[src/rtl/vga_scanout.sv]
// vga_scanout: read side of the 160x120x3 framebuffer.
// Generates 640x480@60 timing from the 50 MHz clock (pixel enable every other clock),
// fetches one framebuffer word per visible pixel, upscales 4x4 and drives the DAC pins.
// Optional build macro: VGA_SCANOUT_TESTPATTERN_EN adds input test_mode, which replaces
// framebuffer colour with eight 32-pixel vertical colour bars.
module vga_scanout #(
  parameter int H_VISIBLE = 640,
  parameter int H_FRONT   = 16,
  parameter int H_SYNC    = 96,
  parameter int H_BACK    = 48,
  parameter int V_VISIBLE = 480,
  parameter int V_FRONT   = 10,
  parameter int V_SYNC    = 2,
  parameter int V_BACK    = 33
) (
  input  logic        clock,
  input  logic        reset,
`ifdef VGA_SCANOUT_TESTPATTERN_EN
  input  logic        test_mode,
`endif
  output logic [14:0] mem_addr,
  output logic        mem_rd_en,
  input  logic [2:0]  mem_rdata,
  output logic        frame_start,
  output logic [9:0]  VGA_R,
  output logic [9:0]  VGA_G,
  output logic [9:0]  VGA_B,
  output logic        VGA_HS,
  output logic        VGA_VS,
  output logic        VGA_BLANK_N,
  output logic        VGA_SYNC_N,
  output logic        VGA_CLK
);

  // Counter landmarks; sync windows are [BEG, END).
  localparam logic [9:0] H_VIS    = 10'(H_VISIBLE);
  localparam logic [9:0] HS_BEG   = 10'(H_VISIBLE + H_FRONT);
  localparam logic [9:0] HS_END   = 10'(H_VISIBLE + H_FRONT + H_SYNC);
  localparam logic [9:0] H_LAST   = 10'(H_VISIBLE + H_FRONT + H_SYNC + H_BACK - 1);
  localparam logic [9:0] V_VIS    = 10'(V_VISIBLE);
  localparam logic [9:0] V_VIS_M1 = 10'(V_VISIBLE - 1);
  localparam logic [9:0] VS_BEG   = 10'(V_VISIBLE + V_FRONT);
  localparam logic [9:0] VS_END   = 10'(V_VISIBLE + V_FRONT + V_SYNC);
  localparam logic [9:0] V_LAST   = 10'(V_VISIBLE + V_FRONT + V_SYNC + V_BACK - 1);

  // Timing state
  logic        pix_en_q, pix_en_d;
  logic        vga_clk_q, vga_clk_d;
  logic [9:0]  h_cnt_q, h_cnt_d;
  logic [9:0]  v_cnt_q, v_cnt_d;
  logic        frame_start_q, frame_start_d;

  // Fetch stage
  logic        visible_s, hs_raw_s, vs_raw_s, fetch_s;
  logic [14:0] fb_addr_s;
  logic [14:0] mem_addr_q, mem_addr_d;
  logic        mem_rd_en_q, mem_rd_en_d;

  // Pipe stage 1 (same pixel as the outstanding read) and output stage
  logic        vis_p1_q, vis_p1_d;
  logic        hs_p1_q, hs_p1_d;
  logic        vs_p1_q, vs_p1_d;
  logic [2:0]  rgb_q, rgb_d;
  logic        hs_q, hs_d;
  logic        vs_q, vs_d;
  logic        blank_n_q, blank_n_d;
`ifdef VGA_SCANOUT_TESTPATTERN_EN
  logic        tm_p1_q, tm_p1_d;
  logic [2:0]  bar_p1_q, bar_p1_d;
`endif

  // Pixel enable, DAC clock and the raster counters; frame_start marks entry to vertical blank.
  always_comb begin
    pix_en_d      = ~pix_en_q;
    vga_clk_d     = ~pix_en_q;
    h_cnt_d       = h_cnt_q;
    v_cnt_d       = v_cnt_q;
    frame_start_d = 1'b0;
    if (pix_en_q) begin
      if (h_cnt_q == H_LAST) begin
        h_cnt_d = 10'd0;
        if (v_cnt_q == V_LAST) begin
          v_cnt_d = 10'd0;
        end else begin
          v_cnt_d = v_cnt_q + 10'd1;
        end
        if (v_cnt_q == V_VIS_M1) begin
          frame_start_d = 1'b1;
        end else begin
          frame_start_d = 1'b0;
        end
      end else begin
        h_cnt_d = h_cnt_q + 10'd1;
      end
    end else begin
      h_cnt_d = h_cnt_q;
    end
  end

  // Decode the current pixel and issue one framebuffer read per visible pixel.
  always_comb begin
    visible_s = (h_cnt_q < H_VIS) && (v_cnt_q < V_VIS);
    hs_raw_s  = ~((h_cnt_q >= HS_BEG) && (h_cnt_q < HS_END));
    vs_raw_s  = ~((v_cnt_q >= VS_BEG) && (v_cnt_q < VS_END));
    // fb_y*160 + fb_x as (y<<7)+(y<<5)+x; max 119*160+159 = 19199 fits in 15 bits.
    fb_addr_s = {1'b0, v_cnt_q[8:2], 7'd0} + {3'b000, v_cnt_q[8:2], 5'd0} + {7'd0, h_cnt_q[9:2]};
`ifdef VGA_SCANOUT_TESTPATTERN_EN
    fetch_s   = pix_en_q & visible_s & ~test_mode;
`else
    fetch_s   = pix_en_q & visible_s;
`endif
    mem_rd_en_d = fetch_s;
    if (fetch_s) begin
      mem_addr_d = fb_addr_s;
    end else begin
      mem_addr_d = mem_addr_q;
    end
  end

  // Two-stage pixel pipe: syncs/blank travel alongside the read so colour and timing stay aligned.
  always_comb begin
    vis_p1_d  = vis_p1_q;
    hs_p1_d   = hs_p1_q;
    vs_p1_d   = vs_p1_q;
    rgb_d     = rgb_q;
    hs_d      = hs_q;
    vs_d      = vs_q;
    blank_n_d = blank_n_q;
`ifdef VGA_SCANOUT_TESTPATTERN_EN
    tm_p1_d   = tm_p1_q;
    bar_p1_d  = bar_p1_q;
`endif
    if (pix_en_q) begin
      vis_p1_d  = visible_s;
      hs_p1_d   = hs_raw_s;
      vs_p1_d   = vs_raw_s;
`ifdef VGA_SCANOUT_TESTPATTERN_EN
      tm_p1_d   = test_mode;
      bar_p1_d  = h_cnt_q[7:5];
`endif
      hs_d      = hs_p1_q;
      vs_d      = vs_p1_q;
      blank_n_d = vis_p1_q;
      // mem_rdata is only looked at when a read was issued for this pixel.
      if (!vis_p1_q) begin
        rgb_d = 3'b000;
`ifdef VGA_SCANOUT_TESTPATTERN_EN
      end else if (tm_p1_q) begin
        rgb_d = bar_p1_q;
`endif
      end else begin
        rgb_d = mem_rdata;
      end
    end else begin
      rgb_d = rgb_q;
    end
  end

  // State registers; reset parks the raster at pixel (0,0) with all pins idle.
  always_ff @(posedge clock or posedge reset) begin
    if (reset) begin
      pix_en_q      <= 1'b0;
      vga_clk_q     <= 1'b0;
      h_cnt_q       <= 10'd0;
      v_cnt_q       <= 10'd0;
      frame_start_q <= 1'b0;
      mem_addr_q    <= 15'd0;
      mem_rd_en_q   <= 1'b0;
      vis_p1_q      <= 1'b0;
      hs_p1_q       <= 1'b1;
      vs_p1_q       <= 1'b1;
      rgb_q         <= 3'b000;
      hs_q          <= 1'b1;
      vs_q          <= 1'b1;
      blank_n_q     <= 1'b0;
`ifdef VGA_SCANOUT_TESTPATTERN_EN
      tm_p1_q       <= 1'b0;
      bar_p1_q      <= 3'b000;
`endif
    end else begin
      pix_en_q      <= pix_en_d;
      vga_clk_q     <= vga_clk_d;
      h_cnt_q       <= h_cnt_d;
      v_cnt_q       <= v_cnt_d;
      frame_start_q <= frame_start_d;
      mem_addr_q    <= mem_addr_d;
      mem_rd_en_q   <= mem_rd_en_d;
      vis_p1_q      <= vis_p1_d;
      hs_p1_q       <= hs_p1_d;
      vs_p1_q       <= vs_p1_d;
      rgb_q         <= rgb_d;
      hs_q          <= hs_d;
      vs_q          <= vs_d;
      blank_n_q     <= blank_n_d;
`ifdef VGA_SCANOUT_TESTPATTERN_EN
      tm_p1_q       <= tm_p1_d;
      bar_p1_q      <= bar_p1_d;
`endif
    end
  end

  assign mem_addr    = mem_addr_q;
  assign mem_rd_en   = mem_rd_en_q;
  assign frame_start = frame_start_q;
  assign VGA_R       = {10{rgb_q[2]}};
  assign VGA_G       = {10{rgb_q[1]}};
  assign VGA_B       = {10{rgb_q[0]}};
  assign VGA_HS      = hs_q;
  assign VGA_VS      = vs_q;
  assign VGA_BLANK_N = blank_n_q;
  assign VGA_SYNC_N  = 1'b1;
  assign VGA_CLK     = vga_clk_q;

endmodule

[config.mk]
export PLATFORM = sky130hd
export DESIGN_NAME = vga_scanout
export DESIGN_NICKNAME = d
export VERILOG_FILES = /design/src/rtl/vga_scanout.sv
export SDC_FILE = /design/constraint.sdc
export NUM_CORES = 1
export LEC_CHECK = 0
export ABC_CLOCK_PERIOD_IN_PS = 2350
export CORE_UTILIZATION = 46
export DETAILED_ROUTE_END_ITERATION = 12
export PLACE_DENSITY = 0.76
export SLEW_MARGIN = 5
export SYNTH_ARGS = -nofsm -noshare
export SYNTH_HDL_FRONTEND = slang
export SYNTH_SLANG_ARGS = --single-unit
[constraint.sdc]
create_clock -name clock -period 2.35 [get_ports clock]
set_input_delay 0.47 -clock clock [delete_from_list [all_inputs] [get_ports clock]]
set_output_delay 0.47 -clock clock [all_outputs]
set_load 0.005 [all_outputs]
==> results.sh <==
export IMPL_place_area_mm2=0.003169
export IMPL_first_iter_violations=75
export IMPL_setup_viol=0
export IMPL_maxSlewViolCount=0
export IMPL_p_total_mw=1.360
export IMPL_nets=329
export IMPL_post_route_util_pct=58.74
export IMPL_num_rows=27
export IMPL_cts_tree="built"
export IMPL_yosys_warnings=0
export IMPL_grt_usage_pct=16.63
export IMPL_relSlewSlack_pct=66.51
export IMPL_worstPathArrival_ps=2440
export IMPL_synth_area_mm2=0.002690
export IMPL_core_region_area_mm2=0.005574
export IMPL_maxCapViolations=0
export IMPL_place_congestion=0.8268
export IMPL_grt_overflow=0
export IMPL_min_period_over_period_pct=96.26
export IMPL_clk_latency_ps=300
export IMPL_synthArstFlopShare_pct=100.0
export IMPL_drc=0
export IMPL_clk_path_buf_depth=2
export IMPL_timing_fmax_mhz=442.1
export IMPL_path_cells="inv_2 > fa_1 > inv_1 > fa_2 > buf_4 > a21o_1 > a21oi_2 > xor2_1 > o21ai_0"
export IMPL_drive_above_1_share_pct=15.36
export IMPL_worstMarginPinSlew_ps=501.6
export IMPL_htree_levels=2
export IMPL_pre_cts_ws_ps=-2.752
export IMPL_status="finished, final reports clean"
export IMPL_critPathMaxStageDelay_ps=530
export IMPL_avgSynthCellArea_um2=10.08
export IMPL_finalHoldViolCount=0
export IMPL_pwr_density_cell_mw_per_mm2=415.3
export IMPL_synth_largest_area_cell="dfrtp_1"
export IMPL_synthCells=267
export IMPL_fp_dieW_um=78.47
export IMPL_design_area_mm2=0.003274
export IMPL_num_fill_cells=476
export IMPL_crit_type="register to register"
export IMPL_syn_nets=291
export IMPL_synth_top_area_share_pct=40.00
export IMPL_mostFrequentLayoutCells="55 x clkdlybuf4s50_1, 43 x dfrtp_1, 22 x nand2_1, 17 x o21ai_0, 17 x ha_1"
export IMPL_holdWs_ps=475.1
export IMPL_min_period_ps=2262
export IMPL_routedWlPerCell_um=12.86
export IMPL_grt_pass1_wl_mm=7.928
export IMPL_crit_path_end_kind="register"
export IMPL_synthToLayoutAreaGrowth_pct=21.72
export IMPL_fin_worst_skew_ps=4.618
export IMPL_dr_pass1_iters=4
export IMPL_crit_slowest_cell="fa_1"
export IMPL_cts_buffers_inserted=5
export IMPL_synth_area_leaders="dfrtp_1 40%, buf_4 8.1%, ha_1 7.9%"
export IMPL_ys_flop_type="dfrtp_1"
export IMPL_cts_root_buffer="clkbuf_8"
export IMPL_portBuffers=55
export IMPL_vias=1960
export IMPL_initial_core_util_pct=48.26
export IMPL_critPathMaxFanout=2
export IMPL_n_antenna_cell=0
export IMPL_wirelength_mm=4.861
export IMPL_final_common_cell="clkdlybuf4s50_1"
export IMPL_ir_worst_vdd_uv=181.2
export IMPL_cp_start_kind="register"
export IMPL_hpwl_mm=3.556
export IMPL_die_y_um=78.47
export IMPL_synth_seq_cells=47
export IMPL_pin_count=57
export IMPL_clk_pin_slew_worst_paths_ps=80
export IMPL_avgViaCountPerCell=5.185
export IMPL_synth_edf_count=0
export IMPL_synth_cell_type_count=42
export IMPL_ys_seq_area_share_pct=43.91
export IMPL_grt_max_degree=25
export IMPL_p_leak_nw=1.483
export IMPL_cts_sinks=47
export IMPL_antenna_found_initial=0
export IMPL_die_area_mm2=0.006158
export IMPL_hp_class="register to register"
export IMPL_required_ps=2530
export IMPL_ant_nets=0
export IMPL_final_setup_worst_slack_ps=87.92
export IMPL_grt_pass1_vias=1688
export IMPL_holdBufCountCts=0
[synthesized netlist by cell type (all sizes together), types with 2 or more instances]
cell    count
dfrtp      43
buf        34
nand2      22
o21ai      19
inv        18
ha         17
nand3      13
nor2       11
nand4      10
xnor2       9
a21oi       8
mux2        8
xor2        7
and3        6
a21o        5
nor3        5
dfstp       4
and4        3
a211oi      2
a31oi       2
clkbuf      2
fa          2
nand4b      2
nor4        2
o211ai      2
o31ai       2
or2         2
or3         2
[per-stage QoR]
step	instances	TNS, ps
floorplan	267	0
global placement	369	0
detailed placement	369	-2.752
CTS	377	0
global route	378	-31.41
finish	378	0
[path summary, 6_finish.rpt]
| check | startpoint | to | slack (ps) | cells after the start |
|---|---|---|---|---|
| min | mem_addr[6]$_DFFE_PP0P_ | mem_addr[6]$_DFFE_PP0P_ | 480 | 2 |
| max | h_cnt_q[9]$_DFFE_PP0P_ | mem_addr[10]$_DFFE_PP0P_ | 90 | 9 |
| max reg2reg | h_cnt_q[9]$_DFFE_PP0P_ | mem_addr[10]$_DFFE_PP0P_ | 90 | 9 |
| min reg2reg | mem_addr[6]$_DFFE_PP0P_ | mem_addr[6]$_DFFE_PP0P_ | 480 | 2 |
| max in group asynchronous | reset | VGA_HS$_DFFE_PP1P_ | 1250 | 3 |
| min in group asynchronous | reset | mem_rd_en$_DFF_PP0_ | 520 | 2 |
[cell type report]
type,count,area (um^2),area share [%]
clock buffers,7,76.32,2.331
clock inverters,1,5.005,0.1528
inverters,18,67.56,2.063
multi-input cells,166,1201,36.68
flip-flops and latches,47,1181,36.07
well taps,72,90.09,2.751
repair buffers,67,653.1,19.95
[power by group]
group / switching, mW / internal, mW
clock network: 0.251 / 0.209
logic: 0.0299 / 0.0531
registers: 0.00642 / 0.811
[critical path: cells and delay by family (launching register included)]
family                     cells  cell delay (ps)
adders and majority gates      2              930
AOI/OAI and AO/OA              3              400
DFF                            1              380
buffers and inverters          3              280
xor gates and xnor gates       1              140
[sequential cells by signal, indices dropped and copies added (netlist names)]
signal       count
VGA_BLANK_N      1
VGA_CLK          1
VGA_HS           1
VGA_VS           1
frame_start      1
h_cnt_q         10
hs_p1_q          1
mem_addr        15
mem_rd_en        1
rgb_q            3
v_cnt_q         10
vis_p1_q         1
vs_p1_q          1
[layer usage]
layer | up-vias | GRT usage (%) | routed length [um] | part of all wire (%)
met2 | 49 | 26.23 | 2187 | 45
met4 | 0 | 4.444 | 48 | 0.99
met3 | 7 | 4.767 | 229 | 4.7
met5 | - | 0 | 0 | 0
met1 | 934 | 22.33 | 2396 | 49
li1 | 970 | - | - | -
[kinds of logic (layout without fill, tap and decap cells)]
family                   Yosys count  count (layout)  share of synthesized area (%)
adder cells (fa/ha/maj)           19              19                          9.395
other                              1               1                         0.1394
AO/OA/AOI/OAI                     42              42                          9.255
buffers and inverters             54              93                          12.05
XOR/XNOR                          16              16                          5.210
flip-flops                        47              47                          43.91
multiplexers                       8               8                          3.349
AND/OR/NAND/NOR                   80              80                          16.70
[timing repair]
item	4_1_cts	5_1_grt
buffers inserted	0	1
gates resized for setup	1	6
endpoints found under the setup margin	1	5
Power figures use the tool's default switching activity.
